===== src/rtl/anycore_l15_req_sched.sv =====
// Arbitrates icache, dcache-load and dcache-store requests onto the single L1.5 request port.
// At most one transaction is outstanding; it completes on its response or on a timeout.
module anycore_l15_req_sched #(
    parameter int unsigned PADDR_W = 40,
    parameter int unsigned TMO_W   = 10
) (
    input  logic               clk,
    input  logic               rst_n,
    input  logic               ic_req_val,
    input  logic [PADDR_W-1:0] ic_req_addr,
    output logic               ic_req_rdy,
    input  logic               ld_req_val,
    input  logic [PADDR_W-1:0] ld_req_addr,
    output logic               ld_req_rdy,
    input  logic               st_req_val,
    input  logic [PADDR_W-1:0] st_req_addr,
    input  logic [63:0]        st_req_data,
    input  logic [2:0]         st_req_size,
    output logic               st_req_rdy,
    output logic               l15_req_val,
    output logic [4:0]         l15_req_rqtype,
    output logic [PADDR_W-1:0] l15_req_address,
    output logic [63:0]        l15_req_data,
    output logic [2:0]         l15_req_size,
    input  logic               l15_req_ack,
    input  logic               l15_resp_val,
    input  logic [3:0]         l15_resp_type,
    output logic               busy,
    output logic               tmo_err
);

    typedef enum logic [1:0] {StIdle, StIssue, StWait} state_e;

    localparam logic [1:0]       SrcIc  = 2'd0;
    localparam logic [1:0]       SrcLd  = 2'd1;
    localparam logic [1:0]       SrcSt  = 2'd2;
    localparam logic [TMO_W-1:0] TmoMax = {TMO_W{1'b1}};

    state_e             state_q, state_d;
    logic [1:0]         ptr_q, ptr_d;
    logic [TMO_W-1:0]   cnt_q, cnt_d;
    logic [4:0]         rqtype_q, rqtype_d;
    logic [3:0]         exp_q, exp_d;
    logic [PADDR_W-1:0] addr_q, addr_d;
    logic [63:0]        data_q, data_d;
    logic [2:0]         size_q, size_d;

    logic       gnt_any;
    logic [1:0] gnt_src;
    logic       resp_match;

    // Round-robin pick: ptr_q names the highest-priority source.
    always_comb begin
        gnt_src = SrcIc;
        unique case (ptr_q)
            SrcLd: begin
                if (ld_req_val)      gnt_src = SrcLd;
                else if (st_req_val) gnt_src = SrcSt;
                else                 gnt_src = SrcIc;
            end
            SrcSt: begin
                if (st_req_val)      gnt_src = SrcSt;
                else if (ic_req_val) gnt_src = SrcIc;
                else                 gnt_src = SrcLd;
            end
            default: begin
                if (ic_req_val)      gnt_src = SrcIc;
                else if (ld_req_val) gnt_src = SrcLd;
                else                 gnt_src = SrcSt;
            end
        endcase
    end

    assign gnt_any    = rst_n && (state_q == StIdle) && (ic_req_val || ld_req_val || st_req_val);
    assign ic_req_rdy = gnt_any && (gnt_src == SrcIc);
    assign ld_req_rdy = gnt_any && (gnt_src == SrcLd);
    assign st_req_rdy = gnt_any && (gnt_src == SrcSt);
    assign resp_match = l15_resp_val && (l15_resp_type == exp_q);

    always_comb begin
        state_d  = state_q;
        ptr_d    = ptr_q;
        cnt_d    = cnt_q;
        rqtype_d = rqtype_q;
        exp_d    = exp_q;
        addr_d   = addr_q;
        data_d   = data_q;
        size_d   = size_q;
        tmo_err  = 1'b0;
        unique case (state_q)
            StIdle: begin
                if (gnt_any) begin
                    state_d = StIssue;
                    ptr_d   = (gnt_src == SrcSt) ? SrcIc : gnt_src + 2'd1;
                    data_d  = 64'd0;
                    size_d  = 3'b111;
                    unique case (gnt_src)
                        SrcLd: begin
                            rqtype_d = 5'b00000;
                            exp_d    = 4'b0000;
                            addr_d   = ld_req_addr;
                        end
                        SrcSt: begin
                            rqtype_d = 5'b00001;
                            exp_d    = 4'b0100;
                            addr_d   = st_req_addr;
                            data_d   = st_req_data;
                            size_d   = st_req_size;
                        end
                        default: begin
                            rqtype_d = 5'b10000;
                            exp_d    = 4'b0001;
                            addr_d   = ic_req_addr;
                        end
                    endcase
                end
            end
            StIssue: begin
                if (l15_req_ack) begin
                    state_d = StWait;
                    cnt_d   = '0;
                end
            end
            StWait: begin
                // A matching response beats the terminal count in the same cycle.
                if (resp_match) begin
                    state_d = StIdle;
                end else if (cnt_q == TmoMax) begin
                    state_d = StIdle;
                    tmo_err = 1'b1;
                end else begin
                    cnt_d = cnt_q + 1'b1;
                end
            end
            default: state_d = StIdle;
        endcase
    end

    always_ff @(posedge clk) begin
        if (!rst_n) begin
            state_q  <= StIdle;
            ptr_q    <= SrcIc;
            cnt_q    <= '0;
            rqtype_q <= '0;
            exp_q    <= '0;
            addr_q   <= '0;
            data_q   <= '0;
            size_q   <= '0;
        end else begin
            state_q  <= state_d;
            ptr_q    <= ptr_d;
            cnt_q    <= cnt_d;
            rqtype_q <= rqtype_d;
            exp_q    <= exp_d;
            addr_q   <= addr_d;
            data_q   <= data_d;
            size_q   <= size_d;
        end
    end

    assign l15_req_val     = (state_q == StIssue);
    assign l15_req_rqtype  = l15_req_val ? rqtype_q : 5'd0;
    assign l15_req_address = l15_req_val ? addr_q : '0;
    assign l15_req_data    = l15_req_val ? data_q : 64'd0;
    assign l15_req_size    = l15_req_val ? size_q : 3'd0;
    assign busy            = (state_q != StIdle);

endmodule


===== config.mk =====
export PLATFORM = sky130hd
export DESIGN_NAME = anycore_l15_req_sched
export DESIGN_NICKNAME = d
export VERILOG_FILES = /design/src/rtl/anycore_l15_req_sched.sv
export SDC_FILE = /design/constraint.sdc
export NUM_CORES = 1
export LEC_CHECK = 0
export BUFFER_PORTS_ARGS = -buffer_cell sky130_fd_sc_hd__buf_2
export CORE_MARGIN = 3
export CORE_UTILIZATION = 42
export CTS_BUF_LIST = sky130_fd_sc_hd__clkbuf_16
export DETAILED_ROUTE_END_ITERATION = 16
export GPL_TIMING_DRIVEN = 0
export PLACE_DENSITY_LB_ADDON = 0.15
export SKIP_LAST_GASP = 1
export SYNTH_ARGS = -nofsm -noshare
export SYNTH_HDL_FRONTEND = slang
export SYNTH_SLANG_ARGS = --single-unit

===== constraint.sdc =====
create_clock -name clk -period 2.43 [get_ports clk]
set_input_delay 0.243 -clock clk [delete_from_list [all_inputs] [get_ports clk]]
set_output_delay 0.243 -clock clk [all_outputs]
set_load 0.005 [all_outputs]

Word-level counts from Yosys, hierarchy flattened:

Index checks and enable logic that the tools add are counted.

* input port bits: 198
* bits in latches: 0
* memories kept: 0
* RAM bits: 0
* ROM bits: 0
* register bits after elaboration: 130
* word-level logic and storage cells: 67
* output and inout port bits: 118

* shifts and indexed selects: 0
* $lt $le $gt $ge: 0
* mux-type cells: 29
* bitwise logic cells: 0
* equal/unequal tests: 13
* multipliers: 0
* add/sub/neg operators: 2
* div/mod/pow operators: 0
* reduce and logical (&&, ||, !) cells: 15

Operators with widths (number)
* 64-bit 2-to-1 mux: 2
* 40-bit case mux with 2 select lines: 1
* 40-bit 2-to-1 mux: 1
* 10-bit 2-to-1 mux: 3
* 2-bit 2-to-1 mux: 10
* 10-bit case mux with 2 select lines: 1
* 10-bit by 1-bit adder with 10-bit output (second input constant): 1
* 10-bit equality test (second input constant): 1
* 5-bit case mux with 2 select lines: 1
* 2-bit by 1-bit equality test with 1-bit output (second input constant): 3
* 2-bit equality test (second input constant): 3
* 1-bit logical AND: 6
* 3-bit 2-to-1 mux: 2
* 2-bit != test (second input constant): 3
* 2-bit case mux with 3 select lines: 1
* 3-bit case mux with 2 select lines: 1
* 5-bit 2-to-1 mux: 1
* 4-bit equality test: 1
* 2-bit zero test: 2
* 1-bit 2-to-1 mux: 4
* 2-bit case mux with 2 select lines: 1
* 4-bit AND reduction: 1
* 2-bit nonzero test: 2
* 3-bit != test (second input constant): 1
* other kinds (5): 6

Logic depth before layout (Yosys ltp):

Gate-level depths: netlist (run 1).

* word-level depth: 5
* gate-level depth with buffers: 13
* depth with buffers taken out: 11

Worst setup path after synthesis (run 1):

Ideal clock, no wire load.

* path kind: register to output
* start: reg ptr_q[0]
* end: out st_req_rdy
* path slack: -0.166 ns
* data arrival time: 2.353 ns
* buffers on the path: 3
* data required time: 2.187 ns
* stages on the path, launching flop included: 12
* cell sequence: dfxtp_1 inv_1 ha_1 inv_1 or3_1 o21a_1 inv_1 ha_1 clkbuf_1 clkbuf_1 clkbuf_1 and2_1

* word-level cells in the longest chain between the ends: 4
* elaborated cells between the ends (all ways): 5
* classes of those cells: eq/ne (3); mux (1); reduce/logical (1)

RTL lines
* start: declaration: RTL line 40 `logic [1:0] ptr_q, ptr_d;`
* start signal: assignment: RTL line 142 `ptr_q <= SrcIc;`
* start signal: assignment: RTL line 151 `ptr_q <= ptr_d;`
* 2-bit equality test / 2-bit by 1-bit equality test with 1-bit output (equally long branches): RTL line 55 `unique case (ptr_q)`
* 2-bit case mux with 2 select lines *: RTL line 55
* 2-bit equality test *: RTL line 77 `assign st_req_rdy = gnt_any && (gnt_src == SrcSt);`
* 1-bit logical AND *: RTL line 77
* end: declaration: RTL line 19 `output logic st_req_rdy,`

Mark *: on every way between the ends. The rest lies on a longest branch, timed or not.

Final worst setup path (run 1):

Ends and elaborated chain as after synthesis.

==> reports/metrics.cfg, run 1 <==
[worst_hold_path]
worstHoldPathType=primary input to flop
whs_path_depth=3
min-delay-start=st_req_size[0]

[timing]
fin_setup_tns_ns=-0.169
period_needed_ns=2.54
clock_skew_ns=0.00484
post-route-period-util_pct=105
final_hold_viol_count=0
tightest_slew_ns=0.850
final_max_slew_viol_count=0
setup_viol=2
normalized_max_slew_margin_pct=43.2
timing_limited_maximum_frequency_mhz=394
grt_setup_unrepaired=yes
final.setup.worst_slack_ns=-0.111

[final_layout]
share_of_post_route_cells_with_drive_strength_above_1_pct=35.9
post-route-util_pct=61.1
area.growth.synth_to_final_pct=42.2
fill_cells=1399
final_nets=1369
stdcell_count=1356
antenna-diode-count=0

[power_and_ir_drop]
power-per-cell-area_mw_per_mm2=717
fin_total_pwr_uw=6390
leakage_uw=0.00399
vdd.ir_drop.worst_v=0.000512

[drt]
wl_per_cell_um=16.8
drc=0
initialDrtViolationCount=305
detail-route-antenna-nets=0
dr_total_vias=7111
drt-total-wl_um=22800
drt_pre_antenna_iters=5
avgViaCountPerCell=5.24

[global_route]
globalRouteOverflowTotal=0
grt_antenna_before_repair=3
largest_net_degree_at_the_start_of_global_routing=17
global_routing_usage_summed_across_all_routing_layers_pct=27.0
number_of_global_route_vias_before_repair=6652
grt_first_pass_wirelength_um=35000

[cts]
cts.hold.buffers_added=0
clk_root_buffer_cell=clkbuf_16
cts_tree=yes
cts.sinks=123
cts_made_buffers=17
cts.reportedPaths.clkPinSlew_ns=0.05
clk_latency_ns=0.42
htree_levels=4
buffer_levels_on_the_longest_clock_path=2

[floorplan]
die_ar_sq_mm=0.0164
core_sq_mm=0.0146
fp.dieW_um=128
floorplan.die.height_um=128
num_io_pins=316
start_util_pct=43.0
row_count=44

[critical_path]
slowest_stage=dfxtp_2
worst_setup_path_category=flop to output port
setup.worst_path.start_class=flop
critPathRequiredTime_ns=2.19
worstPathMaxFanout=4
crit_path_max_incr_delay_ns=0.33
crit_chain=inv_2 -> ha_4 -> inv_4 -> or3_4 -> o21a_4 -> inv_4 -> ha_4 -> clkbuf_16 -> clkbuf_16 -> and2_4 -> buf_6
endpoint_kind=output port
rr_startpoint=ptr_q[0]$_SDFFE_PN0P_
r2r.worst_path.cells=11
worstSetupStartpoint=ptr_q[0]$_SDFFE_PN0P_
arrival_ns=2.30

[synthesis]
ys.warnings.count=0
gate_count_post_synth=825
synth.cell_area_sq_mm=0.00627
portion_of_the_post_synthesis_area_used_by_sequential_elements_pct=39.3
syn-mean-instance-area_sq_um=7.60
synth_cell_types=47
synth-seq-cells=123

[run]
maxcap_viol_count=0

[placed_design]
globalplace.congestion=0.862
place_hpwl_um=17400
placedCellCount=1321
port_buffers=310
post_placement_worst_setup_slack_ns=-0.776

[status]
violations=negative setup slack
run_status=finished with violations

[synth_stat cells (all sizes together)]
cell type / count / area share [%]
dfxtp: 123 / 39
o211ai: 42 / 5.0
and2: 112 / 11
a21oi: 113 / 9.0
o41ai: 1 / 0.44
a31oi: 6 / 0.60
conb: 1 / 0.060
buf: 23 / 1.8
o221ai: 2 / 0.28
nor2: 4 / 0.24
or2: 2 / 0.20
inv: 10 / 0.60
o21bai: 1 / 0.12
ha: 9 / 1.8
clkinv: 1 / 0.060
nand4: 1 / 0.20
nor3: 2 / 0.16
o21ai: 6 / 0.48
or3: 2 / 0.20
nand3b: 2 / 0.24
a31o: 1 / 0.14
o31ai: 3 / 0.36
a211oi: 2 / 0.32
o311a: 1 / 0.16
nand3: 74 / 5.9
nor2b: 3 / 0.30
o311ai: 1 / 0.26
or4: 2 / 0.24
xor2: 2 / 0.52
nor3b: 1 / 0.12
mux2i: 1 / 0.16
nor4: 4 / 0.40
and2b: 1 / 0.14
a22oi: 40 / 4.8
nand4b: 1 / 0.14
o2111ai: 2 / 0.28
o41a: 1 / 0.18
o21a: 1 / 0.12
clkbuf: 59 / 3.5
o31a: 1 / 0.14
nand2b: 2 / 0.20
nand2: 158 / 9.5
a311oi: 1 / 0.14
[layer usage]
layer  routed length (um)  up-vias  track usage [%]
li1                     -     3524                -
met2                11100      289             45.8
met3                 1620       49             6.75
met4                  518        6             8.80
met1                 9480     3243             33.4
met5                   46        -                0
[per-stage QoR]
stage	hold slack, ns	area [sq um]
after floorplan	0.381	6280
after global placement	0.435	8060
after detailed placement	0.439	8060
after CTS	0.0633	8800
after global routing	0.0777	8920
final	0.0800	8920
[worst max-delay path: cells and delay by family, from the launching register on]
kind                       cells  cell delay, ns
AOI/OAI and AO/OA              1            0.16
and+or+nand+nor                2            0.45
adders and majority gates      2            0.45
DFF                            1            0.33
buffers and inverters          6            0.49
[cells in the final DEF, fill, tap and decap left out, types with 6 or more instances in the layout]
master / Yosys / layout
o211ai_1: 42 / 42
nand3_1: 74 / 74
o21ai_0: 6 / 6
a22oi_1: 40 / 37
and2_1: 111 / 110
inv_1: 10 / 9
clkbuf_2: 0 / 9
dfxtp_1: 123 / 122
clkbuf_4: 0 / 7
clkbuf_1: 59 / 31
buf_2: 14 / 329
clkbuf_16: 0 / 19
a21oi_1: 113 / 111
buf_4: 3 / 18
nand2_1: 158 / 158
[cell type report]
class | count | area [sq um] | area share (%)
Tap cell | 184 | 230 | 2.58
Sequential cell | 123 | 2460 | 27.6
Clock inverter | 12 | 111 | 1.25
Clock buffer | 17 | 425 | 4.77
Timing Repair Buffer | 321 | 1640 | 18.4
Buffer | 77 | 430 | 4.83
Inverter | 11 | 46.3 | 0.519
Multi-Input combinational cell | 611 | 3570 | 40.0
[final timing paths]
path / endpoint / slack, ns
max: st_req_rdy / -0.11
min: size_q[0]$_SDFFE_PN0P_ / 0.08
min reg2reg: data_q[27]$_SDFFE_PN0P_ / 0.44
max reg2reg: addr_q[2]$_SDFFE_PN0P_ / 0.08
[sequential cells by signal, summed over array words and instances (netlist names)]
signal / count
size_q: 3
data_q: 64
cnt_q: 10
addr_q: 40
exp_q: 1
state_q: 2
ptr_q: 2
rqtype_q: 1
[cell families (layout without fill, tap and decap cells)]
group           count (synthesis)  in the layout  synth area share, %
xor+xnor                        2              2                0.519
flops                         123            123                 39.3
buf+inv                        93            438                 6.03
mux                             1              1                0.160
other cells                     1              3               0.0598
simple gates                  371            371                 29.3
fa+ha+maj                       9              9                 1.80
compound gates                225            225                 22.8
[report_power, final]
part           switching (uW)  internal, uW  leakage, uW
sequential               72.3          2180     0.000999
combinational            1090           719      0.00273
clock                     875          1460     0.000261
total                    2040          4360      0.00399
[timing repair]
item,4_1_cts,5_1_grt
setup buffers,7,5
endpoints found under the setup margin,211,171
resized for setup,54,36
pin swaps,3,8
Power figures use the tool's default switching activity.
==> inputs of run 2 (changes only) <==
--- a/constraint.sdc
+++ b/constraint.sdc
@@ -3,2 +3,2 @@
 set_output_delay 0.243 -clock clk [all_outputs]
-set_load 0.005 [all_outputs]
+set_load 0.05 [all_outputs]
==> reports/metrics.cfg, run 2 (same netlist as run 1, synthesis figures left out) <==
[critical_path]
worst_r2r_endpoint=rqtype_q[0]$_SDFFE_PN0P_
worst_path_dominant_cell_family=buffers and inverters
rr_startpoint=ptr_q[1]$_SDFFE_PN0P_
worstPathMaxFanout=5
setup.worst_path.start_class=flop
r2r.worst_path.cells=19
worstSetupStartpoint=ptr_q[0]$_SDFFE_PN0P_
crit_chain=inv_2 -> ha_4 -> inv_4 -> or3_1 -> o21a_4 -> buf_4 -> ha_4 -> clkbuf_16 -> and2_1 -> buf_6
number_of_stages_on_the_worst_setup_path=10
timing.critical_path.to=ld_req_rdy
reg2reg_setup_slack_ns=-0.25
arrival_ns=2.45
crit_path_max_incr_delay_ns=0.38
crit_path_frequent_cell=ha_4
slowest_stage=or3_1
worst_setup_path_category=flop to output port
timing.critical_path.buf_inv=5
endpoint_kind=output port
critPathRequiredTime_ns=2.19

[drt]
wl_per_cell_um=17.2
drt-total-wl_um=23800
dr_total_vias=7286
initialDrtViolationCount=404
drt_pre_antenna_iters=5
drc=0
detail-route-antenna-nets=0
avgViaCountPerCell=5.26

[cts]
cts.hold.buffers_added=0
clk_latency_ns=0.42
cts.reportedPaths.clkPinSlew_ns=0.06
buffer_levels_on_the_longest_clock_path=2
htree_levels=4
cts_tree=yes
cts.sinks=123
cts_made_buffers=17
clk_root_buffer_cell=clkbuf_16

[final_layout]
post_layout_inst_area_sq_mm=0.00949
largest_reg_flops=64
area.growth.synth_to_final_pct=51.3
final_common_cell=buf_2
share_of_post_route_cells_with_drive_strength_above_1_pct=40.2
mostFrequentLayoutCells=buf_2 (322), nand2_1 (150), dfxtp_1 (121)
registers.top_by_ff_count=data_q
post-route-util_pct=65.0
final_nets=1394
reg_top3=data_q x64, addr_q x40, cnt_q x10

[power_and_ir_drop]
leakage_uw=0.00422
vdd.ir_drop.worst_v=0.000582
fin_total_pwr_uw=7240
power-per-cell-area_mw_per_mm2=764

[timing]
clock_skew_ns=0.00780
timing_limited_maximum_frequency_mhz=372
normalized_max_slew_margin_pct=43.3
period_needed_ns=2.69
final_hold_viol_count=0
final_max_slew_viol_count=0
tightest_slew_ns=0.850
grt_setup_unrepaired=yes
post-route-period-util_pct=111
final.setup.worst_slack_ns=-0.258
min_hold_slack_ns=0.0603
setup_viol=42

[placed_design]
instance_area_at_placement_sq_mm=0.00807
place_hpwl_um=17100
port_buffers=310
globalplace.congestion=0.874

[floorplan]
fp.dieW_um=128
floorplan.die.height_um=128
core_sq_mm=0.0146
row_count=44
start_util_pct=43.0
die_ar_sq_mm=0.0164
num_io_pins=316

[global_route]
number_of_global_route_vias_before_repair=6737
grt_first_pass_wirelength_um=34600
global_routing_usage_summed_across_all_routing_layers_pct=26.8
globalRouteOverflowTotal=0
grt_antenna_before_repair=2
largest_net_degree_at_the_start_of_global_routing=17

[status]
run_status=finished with violations
violations=negative setup slack

[worst_hold_path]
worstHoldPathType=primary input to flop

[run]
maxcap_viol_count=0

-- run 2: timing repair --
item / in CTS / in global routing
gates cloned: 0 / 4
setup buffers: 18 / 12
resized for setup: 54 / 143
pin swaps: 1 / 31
endpoints found under the setup margin: 211 / 148
-- run 2: metrics by stage --
step | std cells | setup slack [ns] | TNS [ns]
global route | 1385 | -0.325 | -6.61
CTS | 1369 | -0.287 | -5.57
detailed placement | 1321 | -0.683 | -40.06
global placement | 1321 | -0.708 | -39.91
floorplan | 827 | 0.00167 | 0
finish | 1385 | -0.258 | -2.78
-- run 2: where the power goes --
group | internal (uW) | switching, uW
Sequential | 2180 | 74.7
Clock | 1480 | 912
Combinational | 1100 | 1490
-- run 2: worst min path at each step --
stage,from,to,cells after the start
6_report,st_req_size[1],size_q[1]$_SDFFE_PN0P_,3
5_1_grt,st_req_size[1],size_q[1]$_SDFFE_PN0P_,3
4_1_cts,st_req_size[1],size_q[1]$_SDFFE_PN0P_,3
3_5_place_dp,data_q[10]$_SDFFE_PN0P_,data_q[10]$_SDFFE_PN0P_,2
3_3_place_gp,data_q[1]$_SDFFE_PN0P_,data_q[1]$_SDFFE_PN0P_,2
2_1_floorplan,st_req_size[0],size_q[0]$_SDFFE_PN0P_,2
-- run 2: area by class of cell --
type                    instances  area, sq um
diodes                          1         2.50
clock inverters                15          131
inverters                      11         46.3
plain buffers                  79          569
fillers                      1324         5100
repair buffers                344         1950
multi-input cells             611         3670
well taps                     184          230
clock buffers                  17          425
flip-flops and latches        123         2460
-- run 2: layer usage --
layer	wire length (um)	track usage (%)	share of wire (%)	vias up
li1	-	-	-	3577
met1	9530	32.3	40	3384
met2	11900	46.1	50	279
met3	1800	7.42	7.6	44
met4	531	8.80	2.2	2
met5	13	0	0.055	-
-- run 2: worst min-delay path, stage by stage --
cell,delay [ns]
buf_2,0.09
inv_1,0.04
a31oi_1,0.06
==> inputs of run 3 (changes only) <==
PLACE_DENSITY_LB_ADDON = 0.3   (was 0.15)
==> reports/metrics.cfg, run 3 (same netlist as run 1, synthesis figures left out) <==
[drt]
drt-total-wl_um=23200
initialDrtViolationCount=430
wl_per_cell_um=17.0
dr_total_vias=7342
drt_pre_antenna_iters=6
drc=0
detail-route-antenna-nets=0
avgViaCountPerCell=5.37

[final_layout]
final_nets=1377
largest_reg_flops=64
registers.top_by_ff_count=data_q
final_common_cell=buf_2
area.growth.synth_to_final_pct=43.7
post-route-util_pct=61.8
fill_cells=1361
share_of_post_route_cells_with_drive_strength_above_1_pct=36.7
reg_top3=data_q x64, addr_q x40, cnt_q x10
mostFrequentLayoutCells=buf_2 (322), nand2_1 (158), dfxtp_1 (122)

[floorplan]
core_sq_mm=0.0146
row_count=44
die_ar_sq_mm=0.0164
num_io_pins=316
fp.dieW_um=128
start_util_pct=43.0
floorplan.die.height_um=128

[timing]
min_hold_slack_ns=0.0647
post-route-period-util_pct=109
clock_skew_ns=0.00641
final_max_slew_viol_count=0
setup_viol=43
tightest_slew_ns=0.749
final_hold_viol_count=0
timing_limited_maximum_frequency_mhz=377
normalized_max_slew_margin_pct=50.0
final.setup.worst_slack_ns=-0.223
grt_setup_unrepaired=yes
period_needed_ns=2.65

[critical_path]
reg2reg_setup_slack_ns=-0.17
setup.worst_path.start_class=flop
worstPathMaxFanout=4
endpoint_kind=output port
rr_startpoint=ptr_q[0]$_SDFFE_PN0P_
worst_setup_path_category=flop to output port
r2r.worst_path.cells=11
worst_r2r_endpoint=addr_q[10]$_SDFFE_PN0P_
arrival_ns=2.41
critPathRequiredTime_ns=2.19

[worst_hold_path]
min-delay-start=st_req_size[0]
whs_path_depth=3
worstHoldPathType=primary input to flop
min_to=size_q[0]$_SDFFE_PN0P_

[global_route]
grt_first_pass_wirelength_um=35600
global_routing_usage_summed_across_all_routing_layers_pct=27.5
number_of_global_route_vias_before_repair=7003
largest_net_degree_at_the_start_of_global_routing=17
globalRouteOverflowTotal=0
grt_antenna_before_repair=4

[cts]
cts_made_buffers=17
cts_tree=yes
clk_root_buffer_cell=clkbuf_16
cts.hold.buffers_added=0
buffer_levels_on_the_longest_clock_path=2
cts.sinks=123
clk_latency_ns=0.42
cts.reportedPaths.clkPinSlew_ns=0.06
htree_levels=4

[placed_design]
place_hpwl_um=17000
globalplace.congestion=0.856
port_buffers=310

[power_and_ir_drop]
power-per-cell-area_mw_per_mm2=735
total_switching_power_uw=2320
pwr-share-seq_pct=34.0
power_switching_share_pct=35.1
internal_power_uw=4300
share_comb_of_total_power_pct=32.0
leakage_uw=0.00407
vdd.ir_drop.worst_v=0.000468
power_frac_clock_pct=34.0

[status]
violations=negative setup slack
run_status=finished with violations

[run]
maxcap_viol_count=0

## run 3: cell types whose count changed in the layout (fill, tap and decap cells not counted), moves of 5 or more
cell	change
nand2_1	+8
a22oi_2	-18
buf_8	-5
nand2_2	-8
buf_6	-11
clkbuf_2	+7
a22oi_1	+18
## run 3: what timing repair did
item                                   CTS  global route
buffers inserted                        10             7
pin swaps                                4             5
endpoints found under the hold margin    0             0
resized for setup                       63            52
setup endpoints to repair              211           170
## run 3: metrics by stage
stage	setup WS [ns]	total power [uW]	setup TNS, ns	cell area (sq um)	instances
finish	-0.223	6620	-4.76	9010	1368
global route	-0.269	6940	-8.79	9010	1368
CTS	-0.255	6520	-0.457	8860	1360
detailed placement	-0.752	4120	-43.55	8070	1321
global placement	-0.721	4100	-38.90	8070	1321
floorplan	0.00167	3500	0	6290	827
## run 3: power by group through the flow
stage | Clock, uW | Sequential [uW] | Combinational (uW)
final | 2250 | 2250 | 2120
after global routing | 2350 | 2270 | 2320
after CTS | 2270 | 2250 | 2010
after detailed placement | 0 | 2290 | 1840
after global placement | 0 | 2280 | 1820
after floorplan | 0 | 2270 | 1230
## run 3: critical path, cell delays in order (launching register included)
cell	delay (ns)
dfxtp_2	0.34
inv_2	0.05
ha_4	0.30
inv_4	0.05
or3_1	0.32
o21a_4	0.15
inv_2	0.08
ha_4	0.17
clkbuf_16	0.13
clkbuf_16	0.12
and2_4	0.13
buf_8	0.13
## run 3: worst max path at each step
stage,cells past startpoint,to,startpoint,slack (ns)
3_5_place_dp,12,st_req_rdy,ptr_q[0]$_SDFFE_PN0P_,-0.75
5_1_grt,11,st_req_rdy,ptr_q[0]$_SDFFE_PN0P_,-0.27
6_report,11,st_req_rdy,ptr_q[0]$_SDFFE_PN0P_,-0.22
3_3_place_gp,12,st_req_rdy,ptr_q[0]$_SDFFE_PN0P_,-0.72
4_1_cts,12,st_req_rdy,ptr_q[0]$_SDFFE_PN0P_,-0.26
2_1_floorplan,11,st_req_rdy,ptr_q[0]$_SDFFE_PN0P_,0.002
## run 3: cell type report
| cell class | count | area, sq um | share of cell area [%] |
|---|---|---|---|
| diodes | 2 | 5.00 | 0.0555 |
| inverters | 11 | 43.8 | 0.486 |
| clock inverters | 14 | 92.6 | 1.03 |
| multi-input cells | 611 | 3560 | 39.5 |
| well taps | 184 | 230 | 2.55 |
| plain buffers | 79 | 474 | 5.26 |
| clock buffers | 17 | 425 | 4.72 |
| repair buffers | 327 | 1720 | 19.0 |
| flip-flops and latches | 123 | 2460 | 27.3 |
## run 3: routing by layer
layer  routed length, um  GRT usage, %
met1                9350          32.7
met2               11100          46.0
met3                1900          7.79
met4                 841          12.1
met5                  23             0
